===== config.mk =====
export PLATFORM = sky130hd
export DESIGN_NAME = apb_master_arbiter
export DESIGN_NICKNAME = d
export VERILOG_FILES = /design/src/rtl/apb_master_arbiter.sv
export SDC_FILE = /design/constraint.sdc
export NUM_CORES = 1
export LEC_CHECK = 0
export ABC_AREA = 1
export CORE_MARGIN = 3
export CORE_UTILIZATION = 25
export DETAILED_ROUTE_END_ITERATION = 6
export PLACE_DENSITY_LB_ADDON = 0.08
export SLEW_MARGIN = 20
export SYNTH_ARGS = -nofsm -noshare
export SYNTH_HDL_FRONTEND = slang
export SYNTH_SLANG_ARGS = --single-unit

===== constraint.sdc =====
create_clock -name PCLK -period 9.2 [get_ports PCLK]
set_input_delay 1.84 -clock PCLK [delete_from_list [all_inputs] [get_ports PCLK]]
set_output_delay 1.84 -clock PCLK [all_outputs]
set_load 0.05 [all_outputs]

===== src/rtl/apb_master_arbiter.sv =====
// -----------------------------------------------------------------------------
// apb_master_arbiter
//
// Purpose:
//   Arbitrates two requesters onto a single APB bridge master port. One
//   requester is granted at a time and its command is registered onto M*. The
//   bridge is then walked through exactly one IDLE->SETUP->ACCESS transfer.
//   The read data and slave error come back to the owner together with a
//   one-cycle done pulse.
//
//   Arbitration is round-robin by default. When APB_ARB_FIXED_PRIO_EN is
//   defined, R0 always wins a tie. LAST is still tracked in that build but is
//   not used.
//
// Ports:
//   PCLK, PRESET            clock; asynchronous active-high reset
//   Rx_REQ / Rx_ADDR / Rx_WDATA / Rx_STRB / Rx_WRITE / Rx_PROT
//                           requester command, held until Rx_DONE
//   Rx_GNT                  requester owns the bridge (REQ through DONE)
//   Rx_DONE                 one-cycle completion pulse
//   R_RDATA, R_SLVERR       result of the last completed transfer
//   MREQ                    one-cycle request pulse to the bridge
//   MADDR/MWDATA/MSTRB/MWRITE/MPROT
//                           registered command of the granted requester
//   MREADY, MRDATA, MSLVERR bridge completion handshake and response
// -----------------------------------------------------------------------------
module apb_master_arbiter #(
   parameter int ADDR_WIDTH   = 32,
   parameter int DATA_WIDTH   = 32,
   parameter int STROBE_WIDTH = DATA_WIDTH / 8,
   parameter int PROT_WIDTH   = 3
) (
   input  logic                    PCLK,
   input  logic                    PRESET,

   input  logic                    R0_REQ,
   input  logic [ADDR_WIDTH-1:0]   R0_ADDR,
   input  logic [DATA_WIDTH-1:0]   R0_WDATA,
   input  logic [STROBE_WIDTH-1:0] R0_STRB,
   input  logic                    R0_WRITE,
   input  logic [PROT_WIDTH-1:0]   R0_PROT,

   input  logic                    R1_REQ,
   input  logic [ADDR_WIDTH-1:0]   R1_ADDR,
   input  logic [DATA_WIDTH-1:0]   R1_WDATA,
   input  logic [STROBE_WIDTH-1:0] R1_STRB,
   input  logic                    R1_WRITE,
   input  logic [PROT_WIDTH-1:0]   R1_PROT,

   output logic                    R0_GNT,
   output logic                    R1_GNT,
   output logic                    R0_DONE,
   output logic                    R1_DONE,
   output logic [DATA_WIDTH-1:0]   R_RDATA,
   output logic                    R_SLVERR,

   output logic                    MREQ,
   output logic [ADDR_WIDTH-1:0]   MADDR,
   output logic [DATA_WIDTH-1:0]   MWDATA,
   output logic [STROBE_WIDTH-1:0] MSTRB,
   output logic                    MWRITE,
   output logic [PROT_WIDTH-1:0]   MPROT,
   input  logic                    MREADY,
   input  logic [DATA_WIDTH-1:0]   MRDATA,
   input  logic                    MSLVERR
);

   typedef enum logic [2:0] {
      ST_IDLE,
      ST_REQ,
      ST_SETUP,
      ST_ACCESS,
      ST_DONE
   } state_t;

   state_t                  state_q,  state_d;
   logic                    last_q,   last_d;
   logic [1:0]              gnt_q,    gnt_d;
   logic [1:0]              done_q,   done_d;
   logic                    mreq_q,   mreq_d;
   logic [ADDR_WIDTH-1:0]   maddr_q,  maddr_d;
   logic [DATA_WIDTH-1:0]   mwdata_q, mwdata_d;
   logic [STROBE_WIDTH-1:0] mstrb_q,  mstrb_d;
   logic                    mwrite_q, mwrite_d;
   logic [PROT_WIDTH-1:0]   mprot_q,  mprot_d;
   logic [DATA_WIDTH-1:0]   rdata_q,  rdata_d;
   logic                    slverr_q, slverr_d;

   logic [1:0]              eligible;
   logic                    sel;

   // A requester whose done pulse is high this cycle is still holding the old
   // command, so it is masked. This prevents the same command being issued twice.
   always_comb begin
      eligible = {R1_REQ & ~done_q[1], R0_REQ & ~done_q[0]};
      if (&eligible) begin
`ifdef APB_ARB_FIXED_PRIO_EN
         sel = 1'b0;
`else
         sel = ~last_q;
`endif
      end else begin
         sel = eligible[1];
      end
   end

   // NOTE: every signal this block drives gets a default first, so no path can
   // leave it unassigned and infer a latch.
   always_comb begin
      state_d  = state_q;
      last_d   = last_q;
      gnt_d    = gnt_q;
      done_d   = '0;
      mreq_d   = 1'b0;
      maddr_d  = maddr_q;
      mwdata_d = mwdata_q;
      mstrb_d  = mstrb_q;
      mwrite_d = mwrite_q;
      mprot_d  = mprot_q;
      rdata_d  = rdata_q;
      slverr_d = slverr_q;

      case (state_q)
         ST_IDLE: begin
            if (|eligible) begin
               gnt_d    = sel ? 2'b10 : 2'b01;
               last_d   = sel;
               mreq_d   = 1'b1;
               maddr_d  = sel ? R1_ADDR  : R0_ADDR;
               mwdata_d = sel ? R1_WDATA : R0_WDATA;
               mstrb_d  = sel ? R1_STRB  : R0_STRB;
               mwrite_d = sel ? R1_WRITE : R0_WRITE;
               mprot_d  = sel ? R1_PROT  : R0_PROT;
               state_d  = ST_REQ;
            end
         end
         ST_REQ:    state_d = ST_SETUP;
         ST_SETUP:  state_d = ST_ACCESS;
         ST_ACCESS: begin
            // MREQ stays low here, so the bridge falls back to its IDLE
            // after this single transfer.
            if (MREADY) begin
               state_d = ST_DONE;
            end
         end
         ST_DONE: begin
            // The bridge presents the read data in the cycle after MREADY.
            // That cycle is this one.
            rdata_d  = MRDATA;
            slverr_d = MSLVERR;
            done_d   = gnt_q;
            gnt_d    = '0;
            state_d  = ST_IDLE;
         end
         default:   state_d = ST_IDLE;
      endcase
   end

   // NOTE: state updates use non-blocking assignments so that every flop
   // samples the values from before the edge, whatever order the statements
   // are written in.
   always_ff @(posedge PCLK or posedge PRESET) begin
      if (PRESET) begin
         state_q  <= ST_IDLE;
         last_q   <= 1'b1;
         gnt_q    <= '0;
         done_q   <= '0;
         mreq_q   <= 1'b0;
         maddr_q  <= '0;
         mwdata_q <= '0;
         mstrb_q  <= '0;
         mwrite_q <= 1'b0;
         mprot_q  <= '0;
         rdata_q  <= '0;
         slverr_q <= 1'b0;
      end else begin
         state_q  <= state_d;
         last_q   <= last_d;
         gnt_q    <= gnt_d;
         done_q   <= done_d;
         mreq_q   <= mreq_d;
         maddr_q  <= maddr_d;
         mwdata_q <= mwdata_d;
         mstrb_q  <= mstrb_d;
         mwrite_q <= mwrite_d;
         mprot_q  <= mprot_d;
         rdata_q  <= rdata_d;
         slverr_q <= slverr_d;
      end
   end

   assign R0_GNT   = gnt_q[0];
   assign R1_GNT   = gnt_q[1];
   assign R0_DONE  = done_q[0];
   assign R1_DONE  = done_q[1];
   assign R_RDATA  = rdata_q;
   assign R_SLVERR = slverr_q;
   assign MREQ     = mreq_q;
   assign MADDR    = maddr_q;
   assign MWDATA   = mwdata_q;
   assign MSTRB    = mstrb_q;
   assign MWRITE   = mwrite_q;
   assign MPROT    = mprot_q;

endmodule


==> results of run 1 <==
[area by class of cell]
type	instances	area [um^2]	share of cell area (%)
Clock buffer	23	488	5.14
Timing Repair Buffer	298	2970	31.3
Tap cell	280	350	3.69
Inverter	82	310	3.27
Clock inverter	9	223	2.35
Sequential cell	114	2850	30.1
Multi-Input combinational cell	488	2300	24.2
[through the flow]
step / area [um^2] / util (%) / cells
after floorplan: 5690 / - / 733
after global placement: 8780 / 39.7 / 1262
after detailed placement: 8780 / 39.7 / 1262
after CTS: 9490 / 42.9 / 1294
after global routing: 9490 / 42.9 / 1294
final: 9490 / 42.9 / 1294
[power by group through the flow]
stage	combinational, mW	clock [mW]	sequential [mW]
floorplan	0.466	0	1.70
detailed placement	1.99	0	0.885
finish	1.96	0.809	0.880
global route	2.09	0.858	0.911
global placement	2.00	0	0.880
CTS	1.99	0.830	0.883
[cell usage after synthesis]
cell        n
o21ai_0     1
buf_2      18
clkbuf_1   24
nand2_1   295
inv_1      81
inv_2       1
a21oi_2     1
nand4_1     1
nand3_1   109
buf_1       1
buf_6       6
nand3_2     1
o31ai_1     1
or2_2       1
nor2_4      2
nor2_1      4
dfstp_2     1
dfrtp_1   113
nand3b_1   72
[sequential cells by signal, summed over array words and instances (netlist names)]
name,flops
MADDR,32
MPROT,3
MREQ,1
MSTRB,4
MWDATA,32
MWRITE,1
R_RDATA,32
R_SLVERR,1
done_q,2
gnt_q,2
last_q,1
state_q,3
[path summary, 6_finish.rpt]
check                                   startpoint                      end  slack (ns)
max                                         R1_REQ     MADDR[0]$_DFFE_PP0P_        5.02
min reg2reg                R_RDATA[20]$_DFFE_PP0P_  R_RDATA[20]$_DFFE_PP0P_        0.47
max reg2reg                 state_q[1]$_DFFE_PP0P_    MADDR[25]$_DFFE_PP0P_        6.54
min in group asynchronous                   PRESET    MWDATA[5]$_DFFE_PP0P_        1.95
min                        R_RDATA[20]$_DFFE_PP0P_  R_RDATA[20]$_DFFE_PP0P_        0.47
max in group asynchronous                   PRESET   MWDATA[22]$_DFFE_PP0P_        5.98
[worst register-to-register path: cells and delay by family, from the launching register on]
kind	cells	cell delay (ns)
buf+inv	1	0.69
compound gates	1	0.17
simple gates	4	1.33
flops	1	0.42
[layer usage]
metal / GRT usage, % / share of wire, % / vias up
li1: - / - / 2816
met1: 21.9 / 44 / 2639
met2: 25.8 / 47 / 207
met3: 5.53 / 8.6 / 14
met4: 3.75 / 0.81 / 2
met5: 0 / 0.063 / -
[cells by family (layout without fill, tap and decap cells)]
group	count (synthesis)	after routing	share of synthesized area, %
AO/OA/AOI/OAI	3	3	0.374
buffers and inverters	131	412	9.83
flip-flops	114	114	50.2
AND/OR/NAND/NOR	485	485	39.6
==> qor.yml, run 1 <==
viasPerCell: 4.39
tightest_slew_ns: 1.05
route.vias.total: 5678
p_sw_share_pct: 47.0
cp_cell_sequence: "clkdlybuf4s50_1 > inv_2 > nor2_4 > buf_4 > nand2_2 > buf_4 > nand2_1 > nand3_1 > nand2_1"
layout-drive-gt1-share_pct: 4.64
drtAntennaViolNets: 0
cts_resized: 0
slew_violations: 0
cts_made_buffers: 17
hp-class: "flop to flop"
clockBufferDepth: 2
syn_inst: 733
h-tree-depth: 4
antenna_cells: 0
worstSetupEndpointType: "flop"
holdPathStages: 2
detail_route.iter0.violations: 257
p_int_mw: 1.94
clkTransAtPathRegs_ns: 0.06
cp_slowest_cell: "buf_4"
synth.area.top_cells: "dfrtp_1 (50%), nand2_1 (19%), nand3_1 (9.6%)"
final_cell_mix: "nand2_1 (294), clkdlybuf4s50_1 (291), dfrtp_1 (113)"
ys_warn_count: 0
cts_tree: "built"
rows: 54
relSlewSlack_pct: 30.2
globalplace.congestion: 0.760
critical_path_arrival_ns: 4.53
ir_worst_vdd_mv: 0.176
fin_crit_ns: 4.18
dp_hpwl_mm: 13.4
max_cap_viol_count: 0
pwr-share-clk_pct: 22.2
start_kind: "input port"
hold_viol: 0
hold_buffers: 0
track_usage_pct: 16.4
crit_family: "buffers and inverters"
core_area_um2: 22100
tns_ns: 0
start_util_pct: 25.7
skew_ns: 0.0111
synth.top_cell.area_share_pct: 49.7
synth_cell_types: 19
die_height_um: 157
p_comb_share_pct: 53.7
crit_buf_inv: 4
cts_root_buffer: "clkbuf_16"
p_per_area_nw_per_um2: 385
synth_top_cell_by_area: "dfrtp_1"
crit_path_max_fanout: 73
setup_slack_ns: 5.02
drc_errors: 0
power_switching_mw: 1.72
p_seq_share_pct: 24.1
rsz0062_at_grt: "no"
nets: 1183
p_leak_nw: 4.59
post-cts-setup-buffer-count: 0
portBuffers: 291
antenna_found_initial: 1
final_common_cell: "nand2_1"
period_share_pct: 45.5
hold_ws_ns: 0.468
wl_per_cell_um: 16.0
ys_seq_elements: 114
pre_cts_ws_ns: 4.60
fill_cells: 2197
die_x_um: 157
syn_nets: 915
gr-total-overflow: 0
io_pins: 292
grt_max_degree: 76
first_pass_iters: 5
synth_area_um2: 5690
synth_seq_area_share_pct: 50.2
run_status: "finished, final reports clean"
cts.sinks: 114
timing_worst_setup_path_type: "input port to flop"
avgSynthCellArea_um2: 7.76
critPathMaxStageDelay_ns: 0.64
r2r_cells: 6
grt_first_pass_wirelength_mm: 31.6
cp_num_cells: 9
totalPowerFinal_mw: 3.65
clock_latency_ns: 0.41
cp_data_required_time_ns: 9.54
syn_to_final_growth_pct: 66.8
fmaxAchievable_mhz: 239
wl_mm: 20.7
floorplan.die_area_um2: 24600
grt_pass1_vias: 5522
setup_viol: 0
(Power assumes the default switching activity.)
==> run 2, diff against run 1 <==
Clock period 9.2 ns to 3.4 ns, I/O delays scaled along.
==> run 2 against run 1 <==
Compared with the run above:
- clock power up 130%
- largest cell class unchanged
- sequential share of layout area up 0.11 points
- clock skew down 0.0018 ns
- total power rose to 2.6 times the previous value
==> qor.yml, run 2 (synthesis results as in run 1) <==
final_util_pct: 42.8  # was 42.9%
layout-drive-gt1-share_pct: 5.20  # was 4.64%
crit_family: "buffers and inverters"  # unchanged
crit_buf_inv: 1  # was 4
worstSetupEndpointType: "output pin"  # was flop
cp_slowest_cell: "clkdlybuf4s50_1"  # was buf_4
p_comb_share_pct: 55.6  # was 53.7%
crit_path_max_fanout: 3  # was 73
grt_first_pass_wirelength_mm: 30.8  # was 31.6 mm
hp-class: "flop to flop"  # unchanged
first_pass_iters: 4  # was 5
fin_crit_ns: 2.36
cts_resized: 0  # unchanged
slew_violations: 0  # unchanged
setup_viol: 0  # unchanged
portBuffers: 291  # unchanged
rsz0062_at_grt: "no"  # unchanged
cts_tree: "built"  # unchanged
timing_worst_setup_path_type: "flop to output pin"  # was input port to flop
wl_mm: 20.4  # was 20.7 mm
grt_pass1_vias: 5337  # was 5522
p_int_mw: 4.93  # was 1.94 mW
viasPerCell: 4.32  # was 4.39
critical_path_arrival_ns: 1.68  # was 4.53 ns
clockBufferDepth: 2  # unchanged
final_cell_mix: "nand2_1 (294), clkdlybuf4s50_1 (291), dfrtp_1 (113)"  # unchanged
tns_ns: 0  # unchanged
h-tree-depth: 4  # unchanged
clkTransAtPathRegs_ns: 0.06  # about the same
start_kind: "flop"  # was input port
globalplace.congestion: 0.767  # was 0.760
max_cap_viol_count: 0  # unchanged
dp_hpwl_mm: 13.5  # was 13.4 mm
critPathMaxStageDelay_ns: 0.86  # was 0.64 ns
track_usage_pct: 16.2  # was 16.4%
die_x_um: 157  # unchanged
cts.sinks: 114  # unchanged
antenna_cells: 0  # unchanged
drtAntennaViolNets: 0  # unchanged
cts_made_buffers: 17  # unchanged
antenna_found_initial: 1  # unchanged
route.vias.total: 5610  # was 5678
skew_ns: 0.00926  # was 0.0111 ns
fmaxAchievable_mhz: 423
nets: 1188  # was 1183
clock_latency_ns: 0.41  # about the same
gr-total-overflow: 0  # unchanged
core_area_um2: 22100  # unchanged
p_sw_share_pct: 48.6  # was 47.0%
cts_root_buffer: "clkbuf_16"  # unchanged
p_seq_share_pct: 24.9  # was 24.1%
power_switching_mw: 4.66  # was 1.72 mW
p_leak_nw: 4.56  # was 4.59 nW
ir_worst_vdd_mv: 0.558  # was 0.176 mV
rows: 54  # unchanged
drc_errors: 0  # unchanged
post-cts-setup-buffer-count: 0  # unchanged
period_share_pct: 69.5
start_util_pct: 25.7  # unchanged
wl_per_cell_um: 15.7  # was 16.0 um
syn_to_final_growth_pct: 66.2  # was 66.8%
floorplan.die_area_um2: 24600  # unchanged
die_height_um: 157  # unchanged
run_status: "finished, final reports clean"  # unchanged
cp_data_required_time_ns: 2.72  # was 9.54 ns
hold_buffers: 0  # unchanged
io_pins: 292  # unchanged
pwr-share-clk_pct: 19.5  # was 22.2%
detail_route.iter0.violations: 205  # was 257
tightest_slew_ns: 0.849  # was 1.05 ns
relSlewSlack_pct: 43.4  # was 30.2%
p_per_area_nw_per_um2: 1010  # was 385 nW/um^2
final_common_cell: "nand2_1"  # unchanged
cp_cell_sequence: "clkdlybuf4s50_1"  # was clkdlybuf4s50_1 > inv_2 > nor2_4 > buf_4 > nand2_2 > buf_4 > nand2_1 > nand3_1 > nand2_1
grt_max_degree: 115  # was 76
hold_viol: 0  # unchanged
==> run 2: stage by stage <==
step / std cells / setup slack (ns) / total power [mW] / cell area [um^2] / hold slack (ns)
global placement: 1267 / 0.797 / 7.81 / 8840 / 0.453
finish: 1299 / 1.04 / 9.59 / 9450 / 0.467
global route: 1299 / 0.989 / 10.2 / 9450 / 0.483
floorplan: 733 / 1.34 / 5.85 / 5690 / 0.455
CTS: 1299 / 1.01 / 9.75 / 9450 / 0.472
detailed placement: 1267 / 0.728 / 7.81 / 8840 / 0.457
==> run 2: metal layers <==
layer | routed length [um] | share of wire [%] | GRT usage (%) | vias up
li1 | - | - | - | 2833
met5 | 9 | 0.044 | 0 | -
met1 | 9150 | 45 | 21.4 | 2555
met3 | 1830 | 9.0 | 6.66 | 14
met4 | 180 | 0.88 | 3.33 | 2
met2 | 9240 | 45 | 24.9 | 206
==> run 2: cell type report <==
type	count	area, um^2
flip-flops and latches	114	2850
multi-input cells	488	2300
well taps	280	350
clock buffers	20	457
fillers	2240	12600
repair buffers	303	3030
inverters	82	312
clock inverters	12	156
==> run 2: path summary, 6_finish.rpt <==
check	startpoint	to	slack (ns)	depth (start not counted)
worst min-delay path	R_RDATA[14]$_DFFE_PP0P_	R_RDATA[14]$_DFFE_PP0P_	0.47	2
max in group asynchronous	PRESET	MADDR[2]$_DFFE_PP0P_	2.09	3
worst min register to register	R_RDATA[14]$_DFFE_PP0P_	R_RDATA[14]$_DFFE_PP0P_	0.47	2
worst max register to register	state_q[1]$_DFFE_PP0P_	MWDATA[12]$_DFFE_PP0P_	1.37	5
worst max-delay path	done_q[1]$_DFF_PP0_	R1_DONE	1.04	1
min in group asynchronous	PRESET	R_RDATA[11]$_DFFE_PP0P_	0.81	3
==> run 2: power groups by stage <==
stage / sequential [mW] / combinational, mW / clock (mW)
2_1_floorplan: 4.59 / 1.26 / 0
6_report: 2.39 / 5.33 / 1.87
5_1_grt: 2.48 / 5.70 / 1.98
4_1_cts: 2.39 / 5.43 / 1.93
3_5_place_dp: 2.39 / 5.42 / 0
3_3_place_gp: 2.41 / 5.40 / 0
